**src/rtl/l2_cache_request_arbiter.sv**
```systemverilog
// -----------------------------------------------------------------------------
// l2_cache_request_arbiter
//
// First stage of the L2 pipeline. Each cycle, at most one request is picked
// from the L2 bus interface restart path (fills and restarted flushes) or from
// NUM_PORTS core request ports. The winner is registered onto the l2a_* outputs
// that feed l2_cache_tag_stage. The pipeline never stalls, so the grant
// decision is the only flow control.
//
// Priority: restart first, then cores in round-robin order starting at rr_ptr.
// l2bi_stall blocks core grants only.
//
// Optional feature (macro L2_ARB_STARVATION_GUARD_EN):
//   When defined, a counter tracks consecutive restart wins taken while a core
//   was eligible. After STARVE_LIMIT such wins, one restart is refused so an
//   eligible core gets a slot. When undefined, restarts always win and no
//   counter is built.
//
// Packets are carried as flat vectors: REQ_W bits per request packet and
// DATA_W bits per cache line. Core port i occupies
// l2i_request[i*REQ_W +: REQ_W].
//
// Ports:
//   clk                      in   clock
//   reset                    in   synchronous, active-high
//   l2i_request_valid        in   [NUM_PORTS]        per-port request pending
//   l2i_request              in   [NUM_PORTS*REQ_W]  per-port request packets
//   l2_ready                 out  [NUM_PORTS]        one-hot ack, same cycle
//   l2bi_request_valid       in   restart pending
//   l2bi_request             in   [REQ_W]  restart packet
//   l2bi_data_from_memory    in   [DATA_W] fill data
//   l2bi_is_l2_fill          in   restart is a fill
//   l2bi_is_restarted_flush  in   restart is a flush replay
//   l2bi_stall               in   block new core grants
//   l2a_restart_ack          out  restart consumed this cycle (combinational)
//   l2a_request_valid        out  registered grant valid
//   l2a_request              out  [REQ_W]  registered request packet
//   l2a_data_from_memory     out  [DATA_W] registered fill data
//   l2a_is_l2_fill           out  registered fill flag
//   l2a_is_restarted_flush   out  registered flush flag
// -----------------------------------------------------------------------------
module l2_cache_request_arbiter #(
    parameter int NUM_PORTS    = 4,
    parameter int STARVE_LIMIT = 8,
    parameter int REQ_W        = 64,
    parameter int DATA_W       = 512
) (
    input  logic                       clk,
    input  logic                       reset,

    input  logic [NUM_PORTS-1:0]       l2i_request_valid,
    input  logic [NUM_PORTS*REQ_W-1:0] l2i_request,
    output logic [NUM_PORTS-1:0]       l2_ready,

    input  logic                       l2bi_request_valid,
    input  logic [REQ_W-1:0]           l2bi_request,
    input  logic [DATA_W-1:0]          l2bi_data_from_memory,
    input  logic                       l2bi_is_l2_fill,
    input  logic                       l2bi_is_restarted_flush,
    input  logic                       l2bi_stall,
    output logic                       l2a_restart_ack,

    output logic                       l2a_request_valid,
    output logic [REQ_W-1:0]           l2a_request,
    output logic [DATA_W-1:0]          l2a_data_from_memory,
    output logic                       l2a_is_l2_fill,
    output logic                       l2a_is_restarted_flush
);

    localparam int PTR_W = (NUM_PORTS > 1) ? $clog2(NUM_PORTS) : 1;

    // Elaboration-time sanity check on the configuration.
    if (NUM_PORTS < 1 || STARVE_LIMIT < 1) begin : g_bad_param
        $error("l2_cache_request_arbiter: NUM_PORTS and STARVE_LIMIT must be >= 1");
    end

    // -------------------------------------------------------------------------
    // Unpack core request packets for indexed selection
    // -------------------------------------------------------------------------
    logic [REQ_W-1:0] port_req [NUM_PORTS];

    for (genvar g = 0; g < NUM_PORTS; g++) begin : g_unpack
        assign port_req[g] = l2i_request[g*REQ_W +: REQ_W];
    end

    // -------------------------------------------------------------------------
    // State
    // -------------------------------------------------------------------------
    logic [PTR_W-1:0]  rr_ptr_q, rr_ptr_d;

    logic              l2a_request_valid_q,      l2a_request_valid_d;
    logic [REQ_W-1:0]  l2a_request_q,            l2a_request_d;
    logic [DATA_W-1:0] l2a_data_from_memory_q,   l2a_data_from_memory_d;
    logic              l2a_is_l2_fill_q,         l2a_is_l2_fill_d;
    logic              l2a_is_restarted_flush_q, l2a_is_restarted_flush_d;

    // -------------------------------------------------------------------------
    // Round-robin search: first valid port at or above rr_ptr, wrapping.
    // -------------------------------------------------------------------------
    logic             core_found;
    logic [PTR_W-1:0] core_sel;
    logic [PTR_W-1:0] search_idx;

    // NOTE: every signal written in an always_comb gets a default before any
    // conditional assignment; a path that leaves it unassigned infers a latch.
    always_comb begin
        core_found = 1'b0;
        core_sel   = '0;
        search_idx = '0;
        for (int k = 0; k < NUM_PORTS; k++) begin
            search_idx = PTR_W'((int'(rr_ptr_q) + k) % NUM_PORTS);
            if (!core_found && l2i_request_valid[search_idx]) begin
                core_found = 1'b1;
                core_sel   = search_idx;
            end
        end
    end

    // A core can only be granted when the miss queue has room.
    logic core_eligible;
    assign core_eligible = core_found && !l2bi_stall;

    // -------------------------------------------------------------------------
    // Starvation guard
    // -------------------------------------------------------------------------
    logic force_core;
    logic restart_grant;
    logic core_grant;

`ifdef L2_ARB_STARVATION_GUARD_EN
    localparam int CNT_W = $clog2(STARVE_LIMIT + 1);

    logic [CNT_W-1:0] starve_cnt_q, starve_cnt_d;

    // Once the limit is reached, the next eligible core takes the slot from
    // the restart path. The counter can never pass STARVE_LIMIT because the
    // cycle that would push it past is exactly the cycle the core is forced.
    assign force_core = core_eligible && (starve_cnt_q == CNT_W'(STARVE_LIMIT));

    always_comb begin
        starve_cnt_d = starve_cnt_q;
        if (core_grant || !core_eligible) begin
            starve_cnt_d = '0;
        end else if (restart_grant) begin
            starve_cnt_d = starve_cnt_q + CNT_W'(1);
        end
    end

    always_ff @(posedge clk) begin
        if (reset) begin
            starve_cnt_q <= '0;
        end else begin
            starve_cnt_q <= starve_cnt_d;
        end
    end
`else
    assign force_core = 1'b0;
`endif

    // -------------------------------------------------------------------------
    // Grant decision (combinational, suppressed during reset)
    // -------------------------------------------------------------------------
    assign restart_grant = l2bi_request_valid && !force_core && !reset;
    assign core_grant    = core_eligible && !restart_grant && !reset;

    assign l2a_restart_ack = restart_grant;
    assign l2_ready        = core_grant ? (NUM_PORTS'(1) << core_sel) : '0;

    // -------------------------------------------------------------------------
    // Next-state
    // -------------------------------------------------------------------------
    always_comb begin
        rr_ptr_d                 = rr_ptr_q;
        l2a_request_valid_d      = 1'b0;
        l2a_request_d            = l2a_request_q;
        l2a_data_from_memory_d   = l2a_data_from_memory_q;
        l2a_is_l2_fill_d         = l2a_is_l2_fill_q;
        l2a_is_restarted_flush_d = l2a_is_restarted_flush_q;

        if (restart_grant) begin
            l2a_request_valid_d      = 1'b1;
            l2a_request_d            = l2bi_request;
            l2a_data_from_memory_d   = l2bi_data_from_memory;
            l2a_is_l2_fill_d         = l2bi_is_l2_fill;
            l2a_is_restarted_flush_d = l2bi_is_restarted_flush;
        end else if (core_grant) begin
            // Core requests carry no line data; the data register keeps
            // whatever the last fill left there.
            l2a_request_valid_d      = 1'b1;
            l2a_request_d            = port_req[core_sel];
            l2a_is_l2_fill_d         = 1'b0;
            l2a_is_restarted_flush_d = 1'b0;
            rr_ptr_d = (core_sel == PTR_W'(NUM_PORTS - 1)) ? '0 : core_sel + PTR_W'(1);
        end
    end

    // -------------------------------------------------------------------------
    // Registers
    // -------------------------------------------------------------------------
    // NOTE: sequential state uses non-blocking assignments so every register
    // samples the pre-edge values regardless of statement order.
    // NOTE: the wide data register is reset along with the rest so the tag
    // stage never sees X on the output bus after reset; it is a plain
    // register, not a memory array, so the reset costs nothing structural.
    always_ff @(posedge clk) begin
        if (reset) begin
            rr_ptr_q                 <= '0;
            l2a_request_valid_q      <= 1'b0;
            l2a_request_q            <= '0;
            l2a_data_from_memory_q   <= '0;
            l2a_is_l2_fill_q         <= 1'b0;
            l2a_is_restarted_flush_q <= 1'b0;
        end else begin
            rr_ptr_q                 <= rr_ptr_d;
            l2a_request_valid_q      <= l2a_request_valid_d;
            l2a_request_q            <= l2a_request_d;
            l2a_data_from_memory_q   <= l2a_data_from_memory_d;
            l2a_is_l2_fill_q         <= l2a_is_l2_fill_d;
            l2a_is_restarted_flush_q <= l2a_is_restarted_flush_d;
        end
    end

    assign l2a_request_valid      = l2a_request_valid_q;
    assign l2a_request            = l2a_request_q;
    assign l2a_data_from_memory   = l2a_data_from_memory_q;
    assign l2a_is_l2_fill         = l2a_is_l2_fill_q;
    assign l2a_is_restarted_flush = l2a_is_restarted_flush_q;

    // A restart is either a fill or a flush replay, never both.
    a_fill_flush_exclusive : assert property (
        @(posedge clk) disable iff (reset)
        !(l2bi_request_valid && l2bi_is_l2_fill && l2bi_is_restarted_flush)
    );

endmodule
```
**config.mk**
```make
export PLATFORM = sky130hd
export DESIGN_NAME = l2_cache_request_arbiter
export DESIGN_NICKNAME = d
export VERILOG_FILES = /design/src/rtl/l2_cache_request_arbiter.sv
export SDC_FILE = /design/constraint.sdc
export NUM_CORES = 1
export LEC_CHECK = 0
export ABC_AREA = 1
export CORE_AREA = 3 3 560 562
export CTS_CLUSTER_DIAMETER = 30
export DETAILED_ROUTE_END_ITERATION = 6
export DIE_AREA = 0 0 563 565
export GPL_TIMING_DRIVEN = 0
export PLACE_DENSITY = 0.3
export SLEW_MARGIN = 20
export SYNTH_ARGS = -nofsm -noshare
export SYNTH_HDL_FRONTEND = slang
export SYNTH_SLANG_ARGS = --single-unit
```
**constraint.sdc**
```tcl
create_clock -name clk -period 5.3 [get_ports clk]
set_input_delay 1.06 -clock clk [delete_from_list [all_inputs] [get_ports clk]]
set_output_delay 1.06 -clock clk [all_outputs]
set_load 0.01 [all_outputs]
```
==> insert_results.sql, run 1 <==
INSERT INTO impl_metrics (metric_group, metric, value, unit) VALUES
('worst_setup_path', 'crit_path_start_kind', 'primary input', ''),
('floorplanning', 'area_of_the_die', '318000', 'sq um'),
('min_path', 'holdPathEnd', 'l2a_data_from_memory[447]', ''),
('cts', 'cts_tree', 'yes', ''),
('route', 'drt_iter0_markers', '1639', ''),
('floorplanning', 'pin_count', '1426', ''),
('worst_setup_path', 'critical-path-top-cell-by-count', 'clkdlybuf4s50_1', ''),
('cts', 'cts_inserted_buffers', '214', ''),
('global_routing', 'overflow', '0', ''),
('yosys', 'yosysUniqueCellTypes', '24', ''),
('yosys', 'yosys.cell_count.top_type', 'dfxtp_1', ''),
('placed_design', 'placed_area', '40100', 'sq um'),
('route', 'route.final.wire_length', '242', 'mm'),
('power_and_ir_drop', 'vdd.ir_drop.worst', '0.275', 'mV'),
('yosys', 'synth_top_area_cell', 'dfxtp_1', ''),
('yosys', 'synth-seq-cells', '581', ''),
('global_routing', 'grt_start_max_net_pins', '19', ''),
('final_layout', 'multi_input_area', '7910', 'sq um'),
('global_routing', 'grt_first_pass_wirelength', '298', 'mm'),
('cts', 'clk-insertion-delay-late', '0.83', 'ns'),
('floorplanning', 'initial_cell_density_of_the_core', '0.0667', ''),
('yosys', 'syn-num-nets', '2873', ''),
('cts', 'clkSlewWorstSetupHoldPaths', '0.04', 'ns'),
('power_and_ir_drop', 'power_frac_comb', '0.155', ''),
('floorplanning', 'design.core.area', '309000', 'sq um'),
('timing', 'setup_total_negative_slack', '0', 'ns'),
('route', 'drt-vias-per-instance', '3.21', ''),
('worst_setup_path', 'setup.worst_path.end_class', 'output pin', ''),
('route', 'detail_route.first_pass.iterations', '6', ''),
('final_layout', 'area.growth.synth_to_final', '131', '%'),
('power_and_ir_drop', 'p_int', '15.0', 'mW'),
('final_layout', 'final_nets', '4517', ''),
('final_layout', 'post_layout_nonfiller_instances', '8013', ''),
('power_and_ir_drop', 'power-per-cell-area', '434', 'nW/um^2'),
('global_routing', 'grt_antenna_before_repair', '236', ''),
('yosys', 'yosysWarningCount', '0', ''),
('route', 'detail_route.drc_violations', '0', ''),
('power_and_ir_drop', 'switching_share', '0.273', ''),
('yosys', 'synth.yosys.seq_area_share', '0.565', ''),
('timing', 'timing.final.max_slew_violations', '0', ''),
('route', 'wl_per_cell', '30.2', 'um'),
('worst_setup_path', 'critical-path-max-stage-delay', '0.69', 'ns'),
('yosys', 'synth_flop_cell', 'dfxtp_1', ''),
('route', 'via_count', '25700', ''),
('timing', 'finalHoldViolations', '0', ''),
('status', 'run_status', 'complete, no violations', ''),
('power_and_ir_drop', 'netSwitchingPower', '5.63', 'mW'),
('floorplanning', 'std_cell_rows', '204', ''),
('min_path', 'worstHoldPathType', 'register to register', ''),
('worst_setup_path', 'r2r.worst_path.cells', '13', ''),
('yosys', 'synth.top_cells.by_area', 'dfxtp_1 (57%), a22o_1 (22%), nand3_1 (7.9%)', ''),
('final_layout', 'nFillCells', '34800', ''),
('worst_setup_path', 'setup.reg_to_reg.worst_slack', '2.61', 'ns'),
('worst_setup_path', 'cp.arrival', '3.87', 'ns'),
('placed_design', 'dpl.cell_count', '7575', ''),
('cts', 'cts.sinks', '581', ''),
('yosys', 'synth_top_area_share', '0.565', ''),
('timing', 'rsz0062_at_grt', 'no', ''),
('yosys', 'synth-edff-count', '0', ''),
('final_layout', 'post_route_cells_drive_above_1_share', '0.116', ''),
('final_layout', 'post-route-cell-area', '47500', 'sq um'),
('worst_setup_path', 'data_required_time_at_the_worst_endpoint', '4.24', 'ns'),
('floorplanning', 'dieHeight', '565', 'um'),
('global_routing', 'grt_pass1_vias', '26200', ''),
('cts', 'clock_tree.htree_level_count', '4', ''),
('min_path', 'whs_path_depth', '1', ''),
('power_and_ir_drop', 'pwr-share-seq', '0.237', ''),
('worst_setup_path', 'cp_max_fo', '10', ''),
('power_and_ir_drop', 'power.leakage', '17.8', 'nW'),
('cts', 'cts.repair_timing.setup_buffer_count', '0', ''),
('worst_setup_path', 'timing.critical_path.slowest_stage_cell', 'clkdlybuf4s50_1', '');
==> area by class of cell <==
type | count | area share
clock buffer | 323 | 0.136
timing repair buffer | 1428 | 0.301
inverter | 21 | 0.00166
buffer | 205 | 0.0207
tap | 4120 | 0.108
multi-input combinational | 1220 | 0.166
sequential | 581 | 0.245
antenna | 48 | 0.00253
clock inverter | 67 | 0.0185
==> placed cells by master, fill, tap and decap left out, types with 4 or more instances in the layout <==
master,synthesis,layout
clkdlybuf4s50_1,0,1425
dfxtp_1,581,581
a22o_1,512,512
nand3_1,325,325
clkbuf_16,0,215
clkbuf_1,134,166
nand2_1,158,158
a21oi_1,131,131
clkbuf_8,0,66
o21ai_1,50,50
diode_2,0,48
buf_2,46,46
clkinv_2,0,41
o21ai_0,17,17
inv_1,16,16
buf_6,15,15
bufinv_16,0,12
clkbuf_2,0,9
buf_4,8,8
nor2_1,8,8
clkinv_16,0,8
nand2_2,6,6
inv_2,5,5
ha_1,4,4
==> worst max-delay path by stage <==
stage | to | cells after the start
3_5_place_dp | l2_ready[1] | 14
4_1_cts | l2_ready[1] | 14
6_report | l2a_restart_ack | 7
3_3_place_gp | l2a_data_from_memory[454] | 7
5_1_grt | l2a_restart_ack | 7
2_1_floorplan | l2_ready[0] | 11
==> power by group through the flow <==
stage / Sequential (mW) / Clock (mW) / Combinational, mW
after floorplan: 5.02 / 0 / 0.929
after global placement: 4.94 / 0 / 3.22
after detailed placement: 4.94 / 0 / 3.21
after CTS: 4.88 / 12.9 / 3.23
after global routing: 4.91 / 13.1 / 3.37
final: 4.88 / 12.5 / 3.20
==> cell families (layout without fill, tap and decap cells) <==
logic type	count (synthesis)	in the layout	synth area share
flip-flops	581	581	0.565
adder cells (fa/ha/maj)	4	4	0.00243
buffers and inverters	226	2044	0.0509
AO/OA/AOI/OAI	713	713	0.267
AND/OR/NAND/NOR	503	503	0.114
other	0	48	0
==> layer usage <==
| layer | GRT usage | part of all wire |
|---|---|---|
| met1 | 0.148 | 0.35 |
| met2 | 0.259 | 0.49 |
| met3 | 0.0715 | 0.12 |
| met4 | 0.0422 | 0.034 |
| met5 | 0 | 0.0031 |
==> through the flow <==
step | setup slack, ns | hold WS [ns] | total power [mW]
3_5_place_dp | 0.148 | 0.470 | 8.15
6_report | 0.366 | 0.476 | 20.6
4_1_cts | 0.121 | 0.481 | 21.0
3_3_place_gp | -1.56 | 0.465 | 8.16
2_1_floorplan | 1.86 | 0.507 | 5.95
5_1_grt | 0.195 | 0.484 | 21.4
==> worst max-delay path: cells and delay by family <==
| family | cells | cell delay [ns] |
|---|---|---|
| simple gates | 1 | 0.43 |
| buf+inv | 6 | 2.32 |
==> repair_timing <==
action,in CTS,in global routing
gates resized for setup,0,2
hold buffers,0,0
endpoints found under the setup margin,0,2
endpoints found under the hold margin,0,0
==> state kept, by name (all words and copies together), names as in the netlist <==
name,cells
l2a_data_from_memory,512
l2a_request,64
rr_ptr_q,2
l2a_is_l2_fill,1
l2a_is_restarted_flush,1
l2a_request_valid,1
No activity file was read; power rests on OpenSTA's default activity.
==> run 2, diff against run 1 <==
Settings changed: DONT_BUFFER_PORTS set to 1, HOLD_SLACK_MARGIN set to 0.05, PLACE_DENSITY 0.3 to not set.
==> insert_results.sql, run 2 (synthesis results as in run 1) <==
INSERT INTO impl_metrics (metric_group, metric, value, unit) VALUES
('status', 'run_status', 'complete, no violations', ''),
('worst_setup_path', 'crit_path_start_kind', 'register', ''),
('cts', 'clock_tree.htree_level_count', '4', ''),
('flow_run', 'drv_cap', '0', ''),
('cts', 'ctsHoldBuffers', '0', ''),
('timing', 'report.final.setup_viol', '0', ''),
('floorplanning', 'area_of_the_die', '318000', 'sq um'),
('timing', 'tightest_slew', '1.16', 'ns'),
('min_path', 'worstHoldPathType', 'primary input to register', ''),
('floorplanning', 'design.core.area', '309000', 'sq um'),
('timing', 'layout_worst_path_cycle_share', '0.863', ''),
('worst_setup_path', 'cp.arrival', '3.52', 'ns'),
('final_layout', 'area.growth.synth_to_final', '49.4', '%'),
('cts', 'cts.root.buffer_cell', 'clkbuf_16', ''),
('placed_design', 'hpwlAfterDp', '236', 'mm'),
('cts', 'cts_resized', '0', ''),
('placed_design', 'placed_area', '25800', 'sq um'),
('final_layout', 'mostFrequentLayoutCell', 'dfxtp_1', ''),
('final_layout', 'largest_reg_flops', '512', ''),
('timing', 'timing.final.max_slew_violations', '0', ''),
('cts', 'cts.sinks', '581', ''),
('timing', 'timing.max_slew.rel_slack', '0.224', ''),
('floorplanning', 'std_cell_rows', '204', ''),
('cts', 'cts_tree', 'yes', ''),
('floorplanning', 'initial_cell_density_of_the_core', '0.0667', ''),
('placed_design', 'placement.io_buffers', '0', ''),
('timing', 'rsz0062_at_grt', 'no', ''),
('worst_setup_path', 'cp_max_fo', '11', ''),
('placed_design', 'gp_routability_congestion', '1.13', ''),
('route', 'postRouteAntennaNets', '0', ''),
('final_layout', 'final_nets', '3016', ''),
('global_routing', 'grt_antenna_before_repair', '336', ''),
('timing', 'fmaxAchievable', '0.219', 'GHz'),
('worst_setup_path', 'data_required_time_at_the_worst_endpoint', '4.24', 'ns'),
('cts', 'cts.repair_timing.setup_buffer_count', '0', ''),
('placed_design', 'dpl.cell_count', '6151', ''),
('global_routing', 'grt_first_pass_wirelength', '298', 'mm'),
('cts', 'cts_inserted_buffers', '137', ''),
('global_routing', 'grt_pass1_vias', '18600', ''),
('route', 'detail_route.drc_violations', '0', ''),
('power_and_ir_drop', 'power-per-cell-area', '503', 'nW/um^2'),
('route', 'drt_iter0_markers', '2666', ''),
('timing', 'finalHoldViolations', '0', ''),
('power_and_ir_drop', 'power.leakage', '11.1', 'nW'),
('worst_setup_path', 'path_class', 'register to output pin', ''),
('timing', 'final.setup_skew', '0.0198', 'ns'),
('global_routing', 'globalRouteTotalUtil', '0.155', ''),
('worst_setup_path', 'setup.worst_path.end_class', 'output pin', ''),
('route', 'detail_route.first_pass.iterations', '6', ''),
('final_layout', 'post_layout_nonfiller_instances', '6516', ''),
('power_and_ir_drop', 'vdd.ir_drop.worst', '0.253', 'mV'),
('route', 'route.final.wire_length', '260', 'mm'),
('floorplanning', 'floorplan.die.width', '563', 'um'),
('cts', 'clk-insertion-delay-late', '0.76', 'ns'),
('floorplanning', 'dieHeight', '565', 'um'),
('global_routing', 'grt_start_max_net_pins', '13', ''),
('final_layout', 'layout_common_cells', 'dfxtp_1 (581), a22o_1 (512), nand3_1 (325)', ''),
('route', 'drt-vias-per-instance', '3.27', ''),
('floorplanning', 'pin_count', '1426', ''),
('final_layout', 'post_route_cells_drive_above_1_share', '0.141', ''),
('global_routing', 'overflow', '0', ''),
('route', 'wl_per_cell', '39.9', 'um'),
('timing', 'layout_min_cycle_time', '4.58', 'ns'),
('cts', 'clkSlewWorstSetupHoldPaths', '0.05', 'ns'),
('route', 'via_count', '21300', ''),
('final_layout', 'post-route-cell-area', '30800', 'sq um'),
('cts', 'max_buffers_root_to_sink', '4', '');
==> run 2: worst paths after layout <==
check,from,endpoint,slack [ns],depth (start not counted)
worst min register to register,l2a_data_from_memory[498],l2a_data_from_memory[498],0.55,1
worst max register to register,rr_ptr_q[0],l2a_request[34],2.58,12
worst max-delay path,rr_ptr_q[0],l2_ready[1],0.72,11
worst min-delay path,l2bi_data_from_memory[265],l2a_data_from_memory[265],0.36,1
==> run 2: critical path: stages, from the launching register on <==
cell and delay [ns]:
dfxtp_1 0.37, buf_6 0.16, nand2_2 0.06, nand3_1 0.12, nand2_2 0.10, nor2_4 0.16, nand4_1 0.09, nand2_1 0.10
clkbuf_1 0.72, ha_1 0.29, inv_1 0.04, nor2_1 0.53
==> run 2: power by group <==
part | switching, mW | internal [mW] | leakage (nW)
clock | 2.93 | 5.63 | 2.23
combinational | 1.06 | 0.482 | 4.05
sequential | 0.694 | 4.67 | 4.80
==> run 2: area by class of cell <==
type,instances,area [sq um]
Multi-Input combinational cell,1220,7910
Inverter,21,78.8
Sequential cell,581,11600
Fill cell,35700,278000
Clock buffer,179,3850
Antenna cell,123,308
Buffer,205,981
Tap cell,4120,5150
Clock inverter,63,767
Timing Repair Buffer,4,87.6
==> run 2: metal layers <==
metal / routed length, um / GRT usage / vias up / share of wire
met5: 1740 / 0 / - / 0.0067
met2: 112000 / 0.238 / 2226 / 0.43
met3: 53400 / 0.143 / 894 / 0.21
li1: - / - / 8074 / -
met4: 14100 / 0.0732 / 262 / 0.054
met1: 78500 / 0.138 / 9848 / 0.30
==> run 2: per-stage QoR <==
| step | utilization | setup TNS [ns] | hold WS, ns | setup WS, ns | power, mW |
|---|---|---|---|---|---|
| after floorplan | - | 0 | 0.507 | 1.86 | 5.95 |
| after global placement | 0.0833 | -18.82 | 0.540 | -0.522 | 6.95 |
| after detailed placement | 0.0837 | 0 | 0.543 | 0.942 | 6.95 |
| after CTS | 0.0986 | 0 | 0.261 | 0.721 | 15.6 |
| after global routing | 0.0991 | 0 | 0.285 | 0.589 | 15.9 |
| final | 0.0996 | 0 | 0.356 | 0.724 | 15.5 |
==> run 3, diff against run 2 <==
Settings changed: CORE_AREA 3 3 560 562 to 2 2 559 561, DIE_AREA 0 0 563 565 to 0 0 561 563.
==> insert_results.sql, run 3 (synthesis results as in run 1) <==
INSERT INTO impl_metrics (metric_group, metric, value, unit) VALUES
('floorplanning', 'area_of_the_die', '316000', 'sq um'),
('status', 'failed_checks', 'design-rule violations', ''),
('floorplanning', 'initial_cell_density_of_the_core', '0.0663', ''),
('power_and_ir_drop', 'fin_total_pwr', '16.9', 'mW'),
('worst_setup_path', 'path_class', 'register to output pin', ''),
('timing', 'finalHoldViolations', '0', ''),
('final_layout', 'area.growth.synth_to_final', '54.0', '%'),
('timing', 'final.setup_skew', '0.0307', 'ns'),
('flow_run', 'drv_cap', '0', ''),
('final_layout', 'multi_input_area', '7910', 'sq um'),
('final_layout', 'post-route-cell-area', '31700', 'sq um'),
('worst_setup_path', 'data_required_time_at_the_worst_endpoint', '4.24', 'ns'),
('global_routing', 'grt_pass1_vias', '18900', ''),
('power_and_ir_drop', 'netSwitchingPower', '5.07', 'mW'),
('placed_design', 'placed_area', '25900', 'sq um'),
('global_routing', 'overflow', '0', ''),
('final_layout', 'final_nets', '3036', ''),
('final_layout', 'mostFrequentLayoutCell', 'dfxtp_1', ''),
('global_routing', 'globalRouteTotalUtil', '0.160', ''),
('cts', 'cts_inserted_buffers', '157', ''),
('floorplanning', 'floorplan.die.width', '561', 'um'),
('power_and_ir_drop', 'power-per-cell-area', '532', 'nW/um^2'),
('power_and_ir_drop', 'switching_share', '0.301', ''),
('final_layout', 'layout_common_cells', 'dfxtp_1 (581), a22o_1 (512), nand3_1 (325)', ''),
('route', 'drt-vias-per-instance', '3.20', ''),
('worst_setup_path', 'cp_max_fo', '11', ''),
('power_and_ir_drop', 'p_int', '11.8', 'mW'),
('cts', 'clkSlewWorstSetupHoldPaths', '0.05', 'ns'),
('timing', 'layout_worst_path_cycle_share', '0.877', ''),
('global_routing', 'grt_antenna_before_repair', '327', ''),
('floorplanning', 'design.core.area', '310000', 'sq um'),
('status', 'run_status', 'finished, violations left', ''),
('power_and_ir_drop', 'power.leakage', '11.5', 'nW'),
('cts', 'ctsHoldBuffers', '0', ''),
('power_and_ir_drop', 'vdd.ir_drop.worst', '0.241', 'mV'),
('timing', 'timing.max_slew.rel_slack', '0.208', ''),
('cts', 'max_buffers_root_to_sink', '4', ''),
('final_layout', 'largest_reg_flops', '512', ''),
('floorplanning', 'pin_count', '1426', ''),
('floorplanning', 'dieHeight', '563', 'um'),
('timing', 'rsz0062_at_grt', 'no', ''),
('power_and_ir_drop', 'power_frac_comb', '0.093', ''),
('placed_design', 'placement.io_buffers', '0', ''),
('global_routing', 'grt_start_max_net_pins', '13', ''),
('placed_design', 'dp_slack', '0.844', 'ns'),
('route', 'route.final.wire_length', '265', 'mm'),
('timing', 'timing.final.max_slew_violations', '0', ''),
('timing', 'report.final.setup_viol', '0', ''),
('global_routing', 'grt_first_pass_wirelength', '306', 'mm'),
('worst_setup_path', 'crit_chain', 'buf_6, nand2_2, nand3_1, nand2_2, nor2_4, nand4_1, nand2_1, clkbuf_1, ha_1, inv_1, nor2_1', ''),
('placed_design', 'gp_routability_congestion', '1.04', ''),
('worst_setup_path', 'cp.arrival', '3.59', 'ns'),
('timing', 'fmaxAchievable', '0.215', 'GHz'),
('final_layout', 'nFillCells', '35800', ''),
('final_layout', 'register_area', '11600', 'sq um'),
('route', 'detail_route.first_pass.iterations', '7', ''),
('route', 'detail_route.drc_violations', '3', ''),
('cts', 'cts_tree', 'yes', ''),
('cts', 'cts.repair_timing.setup_buffer_count', '0', ''),
('power_and_ir_drop', 'pwr-share-seq', '0.317', ''),
('worst_setup_path', 'timing.critical_path.slowest_stage_cell', 'clkbuf_1', ''),
('route', 'postRouteAntennaNets', '0', ''),
('cts', 'clk-insertion-delay-late', '0.80', 'ns'),
('route', 'wl_per_cell', '40.1', 'um'),
('min_path', 'worstHoldPathType', 'primary input to register', ''),
('floorplanning', 'std_cell_rows', '205', ''),
('cts', 'cts_resized', '0', ''),
('final_layout', 'finish.utilization', '0.102', ''),
('worst_setup_path', 'setup.worst_path.end_class', 'output pin', ''),
('cts', 'clock_tree.htree_level_count', '4', ''),
('worst_setup_path', 'critical-path-top-cell-by-count', 'nand2_2', ''),
('timing', 'layout_setup_ws', '0.653', 'ns'),
('timing', 'tightest_slew', '1.19', 'ns'),
('worst_setup_path', 'crit_path_start_kind', 'register', ''),
('worst_setup_path', 'critical-path-max-stage-delay', '0.85', 'ns'),
('final_layout', 'post_route_cells_drive_above_1_share', '0.157', ''),
('cts', 'cts.sinks', '581', ''),
('cts', 'cts.root.buffer_cell', 'clkbuf_16', ''),
('timing', 'layout_min_cycle_time', '4.65', 'ns'),
('route', 'drt_iter0_markers', '2362', ''),
('power_and_ir_drop', 'power.clock.fraction', '0.591', ''),
('route', 'via_count', '21100', ''),
('placed_design', 'hpwlAfterDp', '238', 'mm');
[run 3: metal layers]
metal | wire length, um | track usage
met3 | 52100 | 0.137
met2 | 112000 | 0.242
met4 | 15400 | 0.0811
met5 | 1490 | 0
met1 | 83800 | 0.150
[run 3: worst max-delay path: cells and delay by family (launching register included)]
| family | cells | cell delay [ns] |
|---|---|---|
| simple gates | 7 | 1.06 |
| fa+ha+maj | 1 | 0.31 |
| buf+inv | 3 | 1.06 |
| flops | 1 | 0.37 |
[run 3: worst paths after layout]
path	start	endpoint	slack [ns]	cells after the start
setup / recovery	rr_ptr_q[0]	l2_ready[1]	0.65	11
hold / removal	l2bi_data_from_memory[386]	l2a_data_from_memory[386]	0.34	1
setup reg to reg	rr_ptr_q[0]	l2a_request[62]	2.51	11
hold reg to reg	l2a_data_from_memory[490]	l2a_data_from_memory[490]	0.55	1
[run 3: cell type report]
type | count | area share
flip-flops and latches | 581 | 0.367
plain buffers | 205 | 0.0309
diodes | 158 | 0.0125
inverters | 21 | 0.00249
well taps | 4140 | 0.163
repair buffers | 4 | 0.00300
clock buffers | 186 | 0.133
multi-input cells | 1220 | 0.249
clock inverters | 92 | 0.0384
[run 3: power by group through the flow]
stage	registers, mW	clock network (mW)	logic, mW
global route	5.36	10.4	1.66
global placement	5.44	0	1.54
floorplan	5.02	0	0.929
detailed placement	5.43	0	1.53
CTS	5.36	10.1	1.54
finish	5.34	9.96	1.56
[run 3: per-stage QoR]
step	hold slack [ns]	std cells	setup TNS, ns
3_5_place_dp	0.543	6171	0
6_report	0.337	6607	0
2_1_floorplan	0.507	2027	0
5_1_grt	0.277	6521	0
3_3_place_gp	0.538	6167	-12.01
4_1_cts	0.239	6449	0
